## config.mk

```make
export PLATFORM = sky130hd
export DESIGN_NAME = sc_lane_rotator_bank
export DESIGN_NICKNAME = d
export VERILOG_FILES = /design/src/rtl/sc_lane_rotator_pkg.sv /design/src/rtl/sc_lane_rotator_cell.sv /design/src/rtl/sc_lane_rotator_bank.sv
export SDC_FILE = /design/constraint.sdc
export NUM_CORES = 1
export LEC_CHECK = 0
export ABC_AREA = 1
export CAP_MARGIN = 25
export CORE_ASPECT_RATIO = 0.6
export CORE_MARGIN = 2
export CORE_UTILIZATION = 42
export CTS_CLUSTER_SIZE = 30
export DETAILED_ROUTE_END_ITERATION = 10
export GPL_TIMING_DRIVEN = 0
export PLACE_DENSITY = 0.72
export SYNTH_ARGS = -nofsm -noshare
export SYNTH_HDL_FRONTEND = slang
export SYNTH_HIERARCHICAL = 1
export SYNTH_SLANG_ARGS = --single-unit
```

## constraint.sdc

```tcl
create_clock -name SC_LaneRot_CLOCK_50 -period 1.45 [get_ports SC_LaneRot_CLOCK_50]
set_clock_uncertainty 0.1 [all_clocks]
set_input_delay 0.2175 -clock SC_LaneRot_CLOCK_50 [delete_from_list [all_inputs] [get_ports SC_LaneRot_CLOCK_50]]
set_output_delay 0.2175 -clock SC_LaneRot_CLOCK_50 [all_outputs]
set_load 0.01 [all_outputs]
```

## src/rtl/sc_lane_rotator_pkg.sv

```systemverilog
// Shared definitions for the Frogger lane rotator bank: lane modes and
// elaboration-time helpers for address width and lane bus slicing.
package sc_lane_rotator_pkg;

   typedef enum logic [1:0] {
      MODE_HOLD0 = 2'b00,
      MODE_LEFT  = 2'b01,
      MODE_RIGHT = 2'b10,
      MODE_HOLD3 = 2'b11
   } laneModeE;

   function automatic int clog2(input int value);
      int result;
      int span;
      result = 0;
      span = 1;
      while (span < value) begin
         span = span * 2;
         result++;
      end
      return result;
   endfunction

   // LSB index of a lane inside a flattened LANES*WIDTH bus
   function automatic int laneBase(input int lane, input int width);
      return lane * width;
   endfunction

endpackage

```

## src/rtl/sc_lane_rotator_cell.sv

```systemverilog
// One playfield lane: row data, rate period, prescale counter and rotation
// position, producing step and full-revolution wrap pulses.
module sc_lane_rotator_cell
   import sc_lane_rotator_pkg::*;
#(
   parameter int WIDTH = 8,
   parameter int PERIODWIDTH = 4,
   parameter logic [WIDTH-1:0] INIT_VALUE = '0,
   parameter logic [PERIODWIDTH-1:0] DEFAULT_PERIOD = '0
) (
   input  logic                   clock,
   input  logic                   reset,
   input  logic                   clear,
   input  logic                   load,
   input  logic                   periodWrite,
   input  logic                   enable,
   input  logic [1:0]             mode,
   input  logic [WIDTH-1:0]       loadData,
   input  logic [PERIODWIDTH-1:0] periodData,
   output logic [WIDTH-1:0]       data,
   output logic                   step,
   output logic                   wrap
);

   localparam int POSWIDTH = (clog2(WIDTH) < 1) ? 1 : clog2(WIDTH);
   localparam logic [POSWIDTH-1:0] POSLAST = POSWIDTH'(WIDTH - 1);

   laneModeE               laneMode;
   logic                   run;
   logic                   countMatch;
   logic [PERIODWIDTH-1:0] period;
   logic [PERIODWIDTH-1:0] count;
   logic [POSWIDTH-1:0]    position;

   assign laneMode   = laneModeE'(mode);
   assign run        = enable && (laneMode == MODE_LEFT || laneMode == MODE_RIGHT);
   assign countMatch = (count == period);

   // Period writes survive a clear; load or period write restarts the prescaler
   always_ff @(posedge clock) begin
      if (reset) begin
         data     <= INIT_VALUE;
         period   <= DEFAULT_PERIOD;
         count    <= '0;
         position <= '0;
         step     <= 1'b0;
         wrap     <= 1'b0;
      end else begin
         step <= 1'b0;
         wrap <= 1'b0;
         if (periodWrite) begin
            period <= periodData;
         end
         if (clear) begin
            data     <= INIT_VALUE;
            count    <= '0;
            position <= '0;
         end else if (load) begin
            data     <= loadData;
            count    <= '0;
            position <= '0;
         end else if (periodWrite) begin
            count <= '0;
         end else if (run) begin
            if (countMatch) begin
               count <= '0;
               step  <= 1'b1;
               if (laneMode == MODE_LEFT) begin
                  data     <= {data[WIDTH-2:0], data[WIDTH-1]};
                  position <= (position == POSLAST) ? '0 : position + POSWIDTH'(1);
                  wrap     <= (position == POSLAST);
               end else begin
                  data     <= {data[0], data[WIDTH-1:1]};
                  position <= (position == '0) ? POSLAST : position - POSWIDTH'(1);
                  wrap     <= (position == '0);
               end
            end else begin
               count <= count + PERIODWIDTH'(1);
            end
         end
      end
   end

endmodule

```

## src/rtl/sc_lane_rotator_bank.sv

```systemverilog
// Bank of independently rotating background lanes; decodes the shared
// load/period address and flattens per-lane outputs onto wide buses.
module sc_lane_rotator_bank
   import sc_lane_rotator_pkg::*;
#(
   parameter int WIDTH = 8,
   parameter int LANES = 4,
   parameter int PERIODWIDTH = 4,
   parameter logic [LANES*WIDTH-1:0] INIT_VALUE = '0,
   parameter logic [PERIODWIDTH-1:0] DEFAULT_PERIOD = '0,
   localparam int ADDRWIDTH = (clog2(LANES) < 1) ? 1 : clog2(LANES)
) (
   input  logic                   SC_LaneRot_CLOCK_50,
   input  logic                   SC_LaneRot_RESET_InHigh,
   input  logic                   SC_LaneRot_clear_InLow,
   input  logic                   SC_LaneRot_enable_In,
   input  logic                   SC_LaneRot_load_InLow,
   input  logic                   SC_LaneRot_periodwr_InLow,
   input  logic [ADDRWIDTH-1:0]   SC_LaneRot_addr_In,
   input  logic [WIDTH-1:0]       SC_LaneRot_data_InBUS,
   input  logic [PERIODWIDTH-1:0] SC_LaneRot_period_InBUS,
   input  logic [2*LANES-1:0]     SC_LaneRot_mode_InBUS,
   output logic [LANES*WIDTH-1:0] SC_LaneRot_data_OutBUS,
   output logic [LANES-1:0]       SC_LaneRot_step_OutBUS,
   output logic [LANES-1:0]       SC_LaneRot_wrap_OutBUS
);

   logic clearActive;

   assign clearActive = !SC_LaneRot_clear_InLow;

   // Addresses beyond LANES-1 match no lane, so such writes are dropped
   for (genvar lane = 0; lane < LANES; lane++) begin : gLane
      localparam int BASE = laneBase(lane, WIDTH);

      logic loadHit;
      logic periodHit;

      assign loadHit   = !SC_LaneRot_load_InLow && (SC_LaneRot_addr_In == ADDRWIDTH'(lane));
      assign periodHit = !SC_LaneRot_periodwr_InLow && (SC_LaneRot_addr_In == ADDRWIDTH'(lane));

      sc_lane_rotator_cell #(
         .WIDTH          (WIDTH),
         .PERIODWIDTH    (PERIODWIDTH),
         .INIT_VALUE     (INIT_VALUE[BASE +: WIDTH]),
         .DEFAULT_PERIOD (DEFAULT_PERIOD)
      ) uCell (
         .clock       (SC_LaneRot_CLOCK_50),
         .reset       (SC_LaneRot_RESET_InHigh),
         .clear       (clearActive),
         .load        (loadHit),
         .periodWrite (periodHit),
         .enable      (SC_LaneRot_enable_In),
         .mode        (SC_LaneRot_mode_InBUS[2*lane +: 2]),
         .loadData    (SC_LaneRot_data_InBUS),
         .periodData  (SC_LaneRot_period_InBUS),
         .data        (SC_LaneRot_data_OutBUS[BASE +: WIDTH]),
         .step        (SC_LaneRot_step_OutBUS[lane]),
         .wrap        (SC_LaneRot_wrap_OutBUS[lane])
      );
   end

endmodule

```

==> summary.md, run 1 <==
| Metric | Value |
|---|---|
| Outcome | `complete, but fails checks` |
| Failing checks | `negative setup slack` |
| HPWL after DPL | `9.75 mm` |
| GRT overflow | `0` |
| Diode count | `0` |
| CTS Sinks | `84` |
| Pins Over Slew Limit | `0` |
| Antenna Nets Post-Route | `0` |
| Layout cells sized above 1 | `between 20% and 30%` |
| Multi-input gate area | `3490 sq um` |
| Gpl congestion | `0.871` |
| Core region area | `~12,000 sq um` |
| GRT Resource Usage Total | `22.1%` |
| Leakage power | `~3.3 nW` |
| Critical path type | `reg2reg` |
| Top cell type's share of synthesized area | `32.1%` |
| Post-synthesis async set-or-reset flop share | `0%` |
| Pint | `0.00450 W` |
| Initial core utilization | `43.3%` |
| Global-route wire length before repair | `24.2 mm` |
| Worst endpoint required time | `1620 ps` |
| Ports | `just under 70` |
| Sw Ratio | `a little under 30%` |
| Flop pwr share | `38.6%` |
| Syn_nets | `847` |
| Dominant synthesized flop cell | `dfxtp_1` |
| Power Dens Cells | `between 800 and 900 nW/um^2` |
| Die area | `13,400 sq um` |
| Max clock buf depth | `2` |
| DR iter-0 viols | `365` |
| PnR worst setup slack | `-16.4 ps` |
| Root Driver | `clkbuf_16` |
| Pwr Total | `0.00640 W` |
| Fmax | `~0.68 GHz` |
| Sw Pwr | `0.00189 W` |
| Initial antenna violation count | `0` |
| Count of final setup violators | `2` |
| YS warnings | `6` |
| Syn-to-layout area delta | `37.9%` |
| Post-CTS Hold Fix Bufs | `0` |
| WL final | `15.0 mm` |
| Rel. slew slack | `62.9%` |
| CP endpoint kind | `flip-flop` |
| Max FO, Critical Path | `4` |
| CTS buffer count | `9` |
| Largest net degree at the start of global routing | `21` |
| Clock Latency Late Sink | `340 ps` |
| Residual DRC | `0` |
| Post-Syn Area | `about 5200 sq um` |
| Yosys top cell by area | `dfxtp_1` |
| Max-Cap Viols | `0` |
| Hold WS | `328 ps` |
| Vias in the first global route | `4,894` |
| Most frequent cell after synthesis | `nand2_1` |
| Port Buffers | `67` |
| Max rail drop VDD | `roughly 0.57 mV` |
| Synth top area cells | `dfxtp_1 (32%), nand2_1 (14%), nor2_1 (9.2%)` |
| Pin slew with the least headroom to its limit | `556 ps` |
| Initial DRT Pass Iterations | `5` |
| CTS H-tree lvls | `3` |
| Register area | `between 1500 and 2000 sq um` |
| RSZ-0062 raised after global routing | `yes` |
| CTS tree | `done` |
| Clock power share | `between 30% and 40%` |
| Worst-path clk slew | `60 ps` |
| Post-synth EDFFs | `0` |
| Nets | `954` |
| Unique masters post-synth | `29` |
| Worst min path class | `in2reg` |
| Data arrival, critical path | `1640 ps` |
| Synth Register Bits | `84` |
| FILL cells | `1,097` |
| Routed WL per cell | `14.0 um` |
| Vias per cell | `5.00` |
| Combinational fraction of design power | `23.5%` |
| # rows | `31` |
| Seq/Total Area, Yosys | `32.1%` |
| Min cycle time layout | `roughly 1500 ps` |
| Final hold vios | `0` |
| Die height | `90.5 um` |
| DR vias | `5,348` |
| Synth Instances | `795` |
| Fin crit share | `101%` |
| Syn avg cell area | `~6.6 sq um` |
| Die X | `148 um` |
| Commonest cells in the netlist | `nand2_1 (199), nor2_1 (129), inv_1 (101)` |
| CP startpoint kind | `flip-flop` |
routing by layer:
metal / vias up / GRT usage [%] / part of all wire, %
met5: - / 0 / 0
met3: 20 / 5.15 / 8.3
met1: 2412 / 33.1 / 48
met2: 198 / 31.8 / 43
li1: 2718 / - / -
met4: 0 / 5.00 / 1.2
worst max-delay path: stages (launching register included):
cell,delay [ps]
dfxtp_4,360
ha_1,200
ha_1,200
o21ai_1,140
o21ai_1,80
nand3b_1,180
a21oi_2,150
path summary, 6_finish.rpt:
check                                          start                                 endpoint  slack (ps)  depth (start not counted)
max reg2reg  gLane[2].uCell/position[0]$_SDFFE_PP0P_  gLane[2].uCell/position[1]$_SDFFE_PP0P_         -20                          6
max          gLane[2].uCell/position[0]$_SDFFE_PP0P_  gLane[2].uCell/position[1]$_SDFFE_PP0P_         -20                          6
min                             SC_LaneRot_enable_In     gLane[2].uCell/count[2]$_SDFFE_PP0N_         330                          4
min reg2reg    gLane[1].uCell/period[3]$_SDFFE_PP0P_    gLane[1].uCell/period[3]$_SDFFE_PP0P_         370                          2
per-stage QoR:
step	utilization [%]	setup WS [ps]	cell area, sq um	instances	setup TNS, ps
after global placement	50.7	-1110	6140	1027	-55280
after detailed placement	50.7	-1110	6140	1027	-56250
after CTS	56.2	0.783	6800	1057	0
after global routing	59.7	-114	7230	1070	-652
final	59.7	-16.4	7230	1070	-27.4
after floorplan	-	12.9	5260	795	0
state kept, by name, indices dropped and copies added (netlist names):
name / cells
gLane.uCell/position: 12
gLane.uCell/wrap: 4
gLane.uCell/step: 4
gLane.uCell/data: 32
gLane.uCell/count: 16
gLane.uCell/period: 16
cells by family (layout without fill, tap and decap cells):
logic type	count (synthesis)	in the layout	synth area share, %
and+or+nand+nor	416	416	36.0
buffers and inverters	137	247	11.1
AOI/OAI and AO/OA	122	122	13.1
DFF	84	84	32.1
adders and majority gates	24	24	5.73
xor gates and xnor gates	12	12	2.01
layout make-up:
cell class / instances / share of cell area [%]
flip-flops and latches: 84 / 24.0
repair buffers: 96 / 11.8
inverters: 112 / 5.96
clock inverters: 1 / 0.416
plain buffers: 25 / 2.82
clock buffers: 13 / 3.88
multi-input cells: 574 / 48.3
well taps: 165 / 2.86
power by group through the flow:
stage / Combinational, W / Clock, W / Sequential, W
6_report: 0.00150 / 0.00242 / 0.00247
5_1_grt: 0.00165 / 0.00257 / 0.00248
4_1_cts: 0.00132 / 0.00246 / 0.00247
3_5_place_dp: 0.00119 / 0 / 0.00252
3_3_place_gp: 0.00118 / 0 / 0.00252
2_1_floorplan: 0.000770 / 0 / 0.00253
placed cells by master, fill, tap and decap left out, types with 11 or more instances in the layout:
cell type,instances
nand2_1,173
nor2_1,101
inv_1,83
o21ai_0,69
dfxtp_1,54
dlygate4sd2_1,52
nand2_2,31
buf_4,27
inv_2,26
nand3_1,23
nand3_2,23
dfxtp_2,23
nor2_2,21
nor2_4,19
ha_1,16
a211oi_1,15
buf_6,13
clkdlybuf4s50_1,13
xor2_1,11
repair_timing:
item,CTS,global route
setup buffers,11,13
setup endpoints to repair,108,64
resized for setup,134,142
pin swaps,14,34
gates cloned,5,0
No activity file was read; power rests on OpenSTA's default activity.
==> inputs of run 2 (changes only) <==
--- a/config.mk
+++ b/config.mk
@@ -9,11 +9,11 @@
 export CAP_MARGIN = 25
 export CORE_ASPECT_RATIO = 0.6
 export CORE_MARGIN = 2
-export CORE_UTILIZATION = 42
+export CORE_UTILIZATION = 44
 export CTS_CLUSTER_SIZE = 30
 export DETAILED_ROUTE_END_ITERATION = 10
 export GPL_TIMING_DRIVEN = 0
-export PLACE_DENSITY = 0.72
+export PLACE_DENSITY = 0.74
 export SYNTH_ARGS = -nofsm -noshare
 export SYNTH_HDL_FRONTEND = slang
 export SYNTH_HIERARCHICAL = 1
==> summary.md, run 2 (synthesis results as in run 1) <==
| Metric | Value |
|---|---|
| Vias in the first global route | `4,747 (-3.0%)` |
| Die area | `12,800 sq um (-4.4%)` |
| Vias per cell | `5.01 (+0.30%)` |
| Hold WS | `369 ps (+40.1 ps)` |
| Initial DRT Pass Iterations | `5 (unchanged)` |
| Pint | `0.00421 W (-6.4%)` |
| Layout cells sized above 1 | `33.2% (+3.5 points)` |
| # rows | `30 (-3.2%)` |
| Diode count | `0 (unchanged)` |
| Sw Ratio | `30.9% (+1.3 points)` |
| Ports | `68 (unchanged)` |
| Fin area | `7270 sq um (+0.66%)` |
| CTS tree | `done` |
| Worst-path clk slew | `60 ps (about the same)` |
| Max clock buf depth | `2 (unchanged)` |
| CTS Sinks | `84 (unchanged)` |
| Pin slew with the least headroom to its limit | `569 ps (+12.6 ps)` |
| Sw Pwr | `0.00189 W (-0.46%)` |
| CP startpoint kind | `flip-flop` |
| DR iter-0 viols | `362 (-0.82%)` |
| Critical path's slowest cell | `dfxtp_4` |
| Most used cell, CP | `ha_2` |
| Fin crit share | `99.3% (-1.8 points)` |
| Final core area utilization | `63.5% (+3.8 points)` |
| Global-route wire length before repair | `22.8 mm (-5.5%)` |
| DR vias | `5,394 (+0.86%)` |
| Data arrival, critical path | `1600 ps (-40 ps)` |
| Initial antenna violation count | `0 (unchanged)` |
| Most common cell after layout, fill and taps aside | `nand2_1` |
| Largest net degree at the start of global routing | `21 (unchanged)` |
| HPWL after DPL | `9.72 mm (-0.33%)` |
| Clock Latency Late Sink | `340 ps (about the same)` |
| Die height | `88.5 um (-2.2%)` |
| WL final | `14.9 mm (-0.92%)` |
| Rel. slew slack | `62.1% (-0.84 points)` |
| Combinational fraction of design power | `25.3% (+1.8 points)` |
| Final hold vios | `0 (unchanged)` |
| Leakage power | `3.30 nW (-0.48%)` |
| Fmax | `0.694 GHz (+1.8%)` |
| FILL cells | `1,007 (-8.2%)` |
| Max reg flops | `32 (unchanged)` |
| Setup Slack @ Placement | `-1090 ps (+23.9 ps)` |
| GRT Resource Usage Total | `22.0% (-0.11 points)` |
| Antenna Nets Post-Route | `0 (unchanged)` |
| Register area | `1740 sq um (about the same)` |
| CP endpoint kind | `flip-flop` |
| Initial core utilization | `45.8% (+2.5 points)` |
| GRT overflow | `0 (unchanged)` |
| Flop pwr share | `40.6% (+2.0 points)` |
| Core region area | `11,400 sq um (-5.4%)` |
| CTS buffer count | `9 (unchanged)` |
| Residual DRC | `0 (unchanged)` |
| Power Dens Cells | `839 nW/um^2 (-5.3%)` |
| Root Driver | `clkbuf_16` |
| Top reg by flops | `gLane.uCell/data` |
| Pins Over Slew Limit | `0 (unchanged)` |
| Die X | `145 um (-2.2%)` |
| Outcome | `finished clean` |
| Most frequent cells in the layout | `nand2_1 (171), nor2_1 (90), inv_1 (74)` |
| Multi-input gate area | `3490 sq um (+0.22%)` |
| Post-CTS Hold Fix Bufs | `0 (unchanged)` |
| Max-Cap Viols | `0 (unchanged)` |
| Routed WL per cell | `13.8 um (-1.5%)` |
| Top Registers | `gLane.uCell/data (32), gLane.uCell/count (16), gLane.uCell/period (16)` |
| Nets | `965 (+1.2%)` |
| Critical path type | `reg2reg` |
| Count of final setup violators | `0 (-2)` |
| CTS H-tree lvls | `3 (unchanged)` |
| PnR worst setup slack | `9.81 ps (+26.2 ps)` |
| Placed Area | `6130 sq um (-0.10%)` |
| Max rail drop VDD | `0.635 mV (+11%)` |
| Worst min path class | `reg2reg` |
| RSZ-0062 raised after global routing | `yes` |
| Worst endpoint required time | `1610 ps (about the same)` |
| Clock power share | `34.0% (-3.9 points)` |
| Critical path's largest stage delay | `370 ps (about the same)` |
| Max FO, Critical Path | `4 (unchanged)` |
| Pwr Total | `0.00610 W (-4.6%)` |
| Min cycle time layout | `1440 ps (-26.2 ps)` |
| Syn-to-layout area delta | `38.8%` |
| Gpl congestion | `0.896 (+2.9%)` |
| Port Buffers | `67 (unchanged)` |
| R2r setup slk | `10 ps (+30 ps)` |
| Critical-path cell list | `ha_2, ha_2, nand2_1, a21boi_2, nand3_1, a21oi_1` |
-- run 2: layout make-up --
type	instances	share of cell area, %
clock buffer	11	3.34
inverter	112	6.09
sequential	84	23.9
clock inverter	3	0.206
multi-input combinational	574	48.0
tap	160	2.75
buffer	25	2.67
timing repair buffer	107	13.0
-- run 2: worst max-delay path: cells and delay by family (launching register included) --
kind | cells | cell delay, ps
compound gates | 2 | 350
fa+ha+maj | 2 | 360
flops | 1 | 370
simple gates | 2 | 190
-- run 2: power groups by stage --
stage	registers, W	clock network (W)	logic, W
detailed placement	0.00252	0	0.00119
global route	0.00249	0.00222	0.00169
floorplan	0.00253	0	0.000770
finish	0.00248	0.00207	0.00155
global placement	0.00253	0	0.00117
CTS	0.00247	0.00211	0.00132
-- run 2: per-layer routing --
| layer | global-route usage (%) | routed length [um] | vias up |
|---|---|---|---|
| met5 | 0 | 0 | - |
| met4 | 5.76 | 196 | 0 |
| met3 | 4.38 | 1070 | 18 |
| met2 | 33.2 | 6360 | 184 |
| met1 | 32.1 | 7240 | 2452 |
| li1 | - | - | 2740 |
-- run 2: timing repair --
action,CTS,global route
endpoints found under the setup margin,109,59
cloned,5,0
pin swaps,16,63
resized for setup,125,173
setup buffers,16,19
-- run 2: worst paths after layout --
check                                                 end  depth (start not counted)                               startpoint
hold / removal      gLane[2].uCell/period[0]$_SDFFE_PP0P_                          2    gLane[2].uCell/period[0]$_SDFFE_PP0P_
setup reg to reg  gLane[3].uCell/position[0]$_SDFFE_PP0P_                          6  gLane[3].uCell/position[0]$_SDFFE_PP0P_
setup / recovery  gLane[3].uCell/position[0]$_SDFFE_PP0P_                          6  gLane[3].uCell/position[0]$_SDFFE_PP0P_
hold reg to reg     gLane[2].uCell/period[0]$_SDFFE_PP0P_                          2    gLane[2].uCell/period[0]$_SDFFE_PP0P_
-- run 2: metrics by stage --
stage	TNS, ps	cells
after floorplan	0	795
after global placement	-55160	1022
after detailed placement	-55360	1022
after CTS	0	1057
after global routing	-720	1076
final	0	1076
==> inputs of run 3 (changes only) <==
--- a/config.mk
+++ b/config.mk
@@ -14,6 +14,7 @@
 export DETAILED_ROUTE_END_ITERATION = 10
 export GPL_TIMING_DRIVEN = 0
 export PLACE_DENSITY = 0.74
+export RECOVER_POWER = 100
 export SYNTH_ARGS = -nofsm -noshare
 export SYNTH_HDL_FRONTEND = slang
 export SYNTH_HIERARCHICAL = 1
==> summary.md, run 3 (synthesis results as in run 1) <==
| Metric | Value |
|---|---|
| Largest net degree at the start of global routing | `21 (unchanged)` |
| Post-route setup TNS | `0 ps (unchanged)` |
| RR Endpoint | `gLane[3].uCell/position[0]$_SDFFE_PP0P_` |
| Hold WS | `369 ps (+0.831 ps)` |
| Worst endpoint required time | `1620 ps (about the same)` |
| Fmax | `0.690 GHz (-0.65%)` |
| Multi-input gate area | `3450 sq um (-1.2%)` |
| Pint | `0.00421 W (-0.14%)` |
| CTS buffer count | `9 (unchanged)` |
| CTS tree | `done` |
| Residual DRC | `0 (unchanged)` |
| Nets | `965 (unchanged)` |
| Max reg flops | `32 (unchanged)` |
| Outcome | `finished clean` |
| Combinational fraction of design power | `25.1% (-0.2 points)` |
| Most frequent cells in the layout | `nand2_1 (173), nor2_1 (93), inv_1 (75)` |
| GRT overflow | `0 (unchanged)` |
| Power Dens Cells | `843 nW/um^2 (+0.55%)` |
| Routed WL per cell | `13.8 um (-0.22%)` |
| Min-Delay Path Depth | `2 (unchanged)` |
| Clock Latency Late Sink | `340 ps (about the same)` |
| Max-Cap Viols | `0 (unchanged)` |
| Port Buffers | `67 (unchanged)` |
| Die area | `12,800 sq um (unchanged)` |
| DR iter-0 viols | `359 (-0.83%)` |
| Min-delay src | `gLane[2].uCell/period[0]$_SDFFE_PP0P_` |
| Register area | `1730 sq um (-0.29%)` |
| WL final | `14.8 mm (-0.22%)` |
| Layout cells sized above 1 | `32.1% (-1.1 points)` |
| CP endpoint kind | `flip-flop` |
| CP startpoint kind | `input port` |
| Initial DRT Pass Iterations | `5 (unchanged)` |
| Vias per cell | `5.05 (+0.69%)` |
| Count of final setup violators | `0 (unchanged)` |
| Worst min path class | `reg2reg` |
| Root Driver | `clkbuf_16` |
| Die height | `88.5 um (unchanged)` |
| Vias in the first global route | `4,747 (unchanged)` |
| Diode count | `0 (unchanged)` |
| R2r worst-path depth | `6 (unchanged)` |
| Antenna Nets Post-Route | `0 (unchanged)` |
| Pins Over Slew Limit | `0 (unchanged)` |
| Max clock buf depth | `2 (unchanged)` |
| Clock power share | `34.1% (about the same)` |
| GRT Resource Usage Total | `22.0% (unchanged)` |
| Core region area | `11,400 sq um (unchanged)` |
| Final hold vios | `0 (unchanged)` |
| Top Registers | `gLane.uCell/data (32), gLane.uCell/count (16), gLane.uCell/period (16)` |
| DR vias | `5,431 (+0.69%)` |
| Top reg by flops | `gLane.uCell/data` |
| Pwr Total | `0.00608 W (-0.25%)` |
| Pin slew with the least headroom to its limit | `572 ps (+3.12 ps)` |
| Flop pwr share | `40.8% (+0.2 points)` |
| Leakage power | `3.28 nW (-0.53%)` |
| Ports | `68 (unchanged)` |
| # rows | `30 (unchanged)` |
| Worst R2R Start | `gLane[3].uCell/position[0]$_SDFFE_PP0P_` |
| Rel. slew slack | `61.9% (-0.21 points)` |
| Worst-path clk slew | `60 ps (about the same)` |
| Die X | `145 um (unchanged)` |
| Max rail drop VDD | `0.617 mV (-2.9%)` |
| Global-route wire length before repair | `22.8 mm (unchanged)` |
| Initial core utilization | `45.8% (unchanged)` |
| Sw Pwr | `0.00188 W (-0.49%)` |
| CTS Sinks | `84 (unchanged)` |
| Critical path type | `in2reg` |
| Data arrival, critical path | `1620 ps (+20 ps)` |
| Hold EP | `gLane[2].uCell/period[0]$_SDFFE_PP0P_` |
| HPWL after DPL | `9.72 mm (unchanged)` |
| Post-CTS Hold Fix Bufs | `0 (unchanged)` |
| Final core area utilization | `63.0% (-0.50 points)` |
| Syn-to-layout area delta | `37.7%` |
| Gpl congestion | `0.896 (unchanged)` |
| Initial antenna violation count | `0 (unchanged)` |
| Sw Ratio | `30.8% (-0.073 points)` |
| R2r setup slk | `10 ps (about the same)` |
| FILL cells | `1,019 (+1.2%)` |
| Most common cell after layout, fill and taps aside | `nand2_1` |
| CTS H-tree lvls | `3 (unchanged)` |
| RSZ-0062 raised after global routing | `yes` |
| Min cycle time layout | `1450 ps (+9.40 ps)` |
| Fin crit share | `100% (+0.65 points)` |
| Max FO, Critical Path | `9 (+5)` |
run 3: changes by cell type in the layout (fill, tap and decap cells not counted), moves of 2 or more:
| cell | before | now |
|---|---|---|
| inv_2 | 30 | 28 |
| nand3_1 | 24 | 26 |
| buf_4 | 39 | 36 |
| clkbuf_2 | 5 | 7 |
| dfxtp_4 | 7 | 5 |
| nor2_2 | 32 | 30 |
| nor2_1 | 90 | 93 |
| nand2_1 | 171 | 173 |
| nand3_2 | 22 | 20 |
| dfxtp_2 | 24 | 26 |
run 3: what timing repair did:
item,4_1_cts,5_1_grt
resized for setup,125,173
pin swaps,16,63
endpoints found under the setup margin,109,59
cloned,5,0
buffers inserted,16,19
run 3: per-stage QoR:
stage	setup slack [ps]	instance area (sq um)	instances
after detailed placement	-1090	6130	1022
after global routing	-66.8	7220	1076
after CTS	0.283	6740	1057
final	0.409	7220	1076
after floorplan	12.9	5260	795
after global placement	-1100	6130	1022
run 3: how the worst max path moves through the flow:
stage	from	endpoint	cells past startpoint
final	SC_LaneRot_addr_In[1]	gLane[0].uCell/position[1]$_SDFFE_PP0P_	10
after global routing	SC_LaneRot_addr_In[1]	gLane[0].uCell/position[1]$_SDFFE_PP0P_	10
after CTS	gLane[2].uCell/count[0]$_SDFFE_PP0N_	gLane[2].uCell/wrap$_SDFF_PP0_	7
after detailed placement	SC_LaneRot_RESET_InHigh	gLane[1].uCell/count[3]$_SDFFE_PP0N_	6
after global placement	SC_LaneRot_RESET_InHigh	gLane[1].uCell/count[3]$_SDFFE_PP0N_	6
after floorplan	SC_LaneRot_mode_InBUS[3]	gLane[1].uCell/data[0]$_SDFFE_PP0P_	9
run 3: final cells by class:
class                   count  area share [%]
well taps                 160            2.77
multi-input cells         574            47.9
repair buffers            107            13.0
clock buffers              11            3.36
clock inverters             3           0.208
inverters                 112            6.10
flip-flops and latches     84            24.0
plain buffers              25            2.69
run 3: metal layers:
metal	global-route usage [%]	vias to the layer above	share of wire, %
met2	33.2	200	43
met1	32.1	2472	48
met4	5.76	0	1.4
met3	4.38	19	7.6
met5	0	-	0
li1	-	2740	-
run 3: power groups by stage:
stage | Clock [W] | Sequential, W | Combinational [W]
after detailed placement | 0 | 0.00252 | 0.00119
final | 0.00208 | 0.00248 | 0.00153
after CTS | 0.00211 | 0.00247 | 0.00132
after global routing | 0.00222 | 0.00249 | 0.00167
after global placement | 0 | 0.00253 | 0.00117
after floorplan | 0 | 0.00253 | 0.000770
run 3: worst max-delay path, cell delays in order:
cell and delay (ps):
dlygate4sd2_1 270, inv_1 80, nand2_1 100, clkbuf_1 140, nor2_4 180, inv_4 90
nand4_2 170, buf_6 150, nand2_1 80, a21oi_2 150
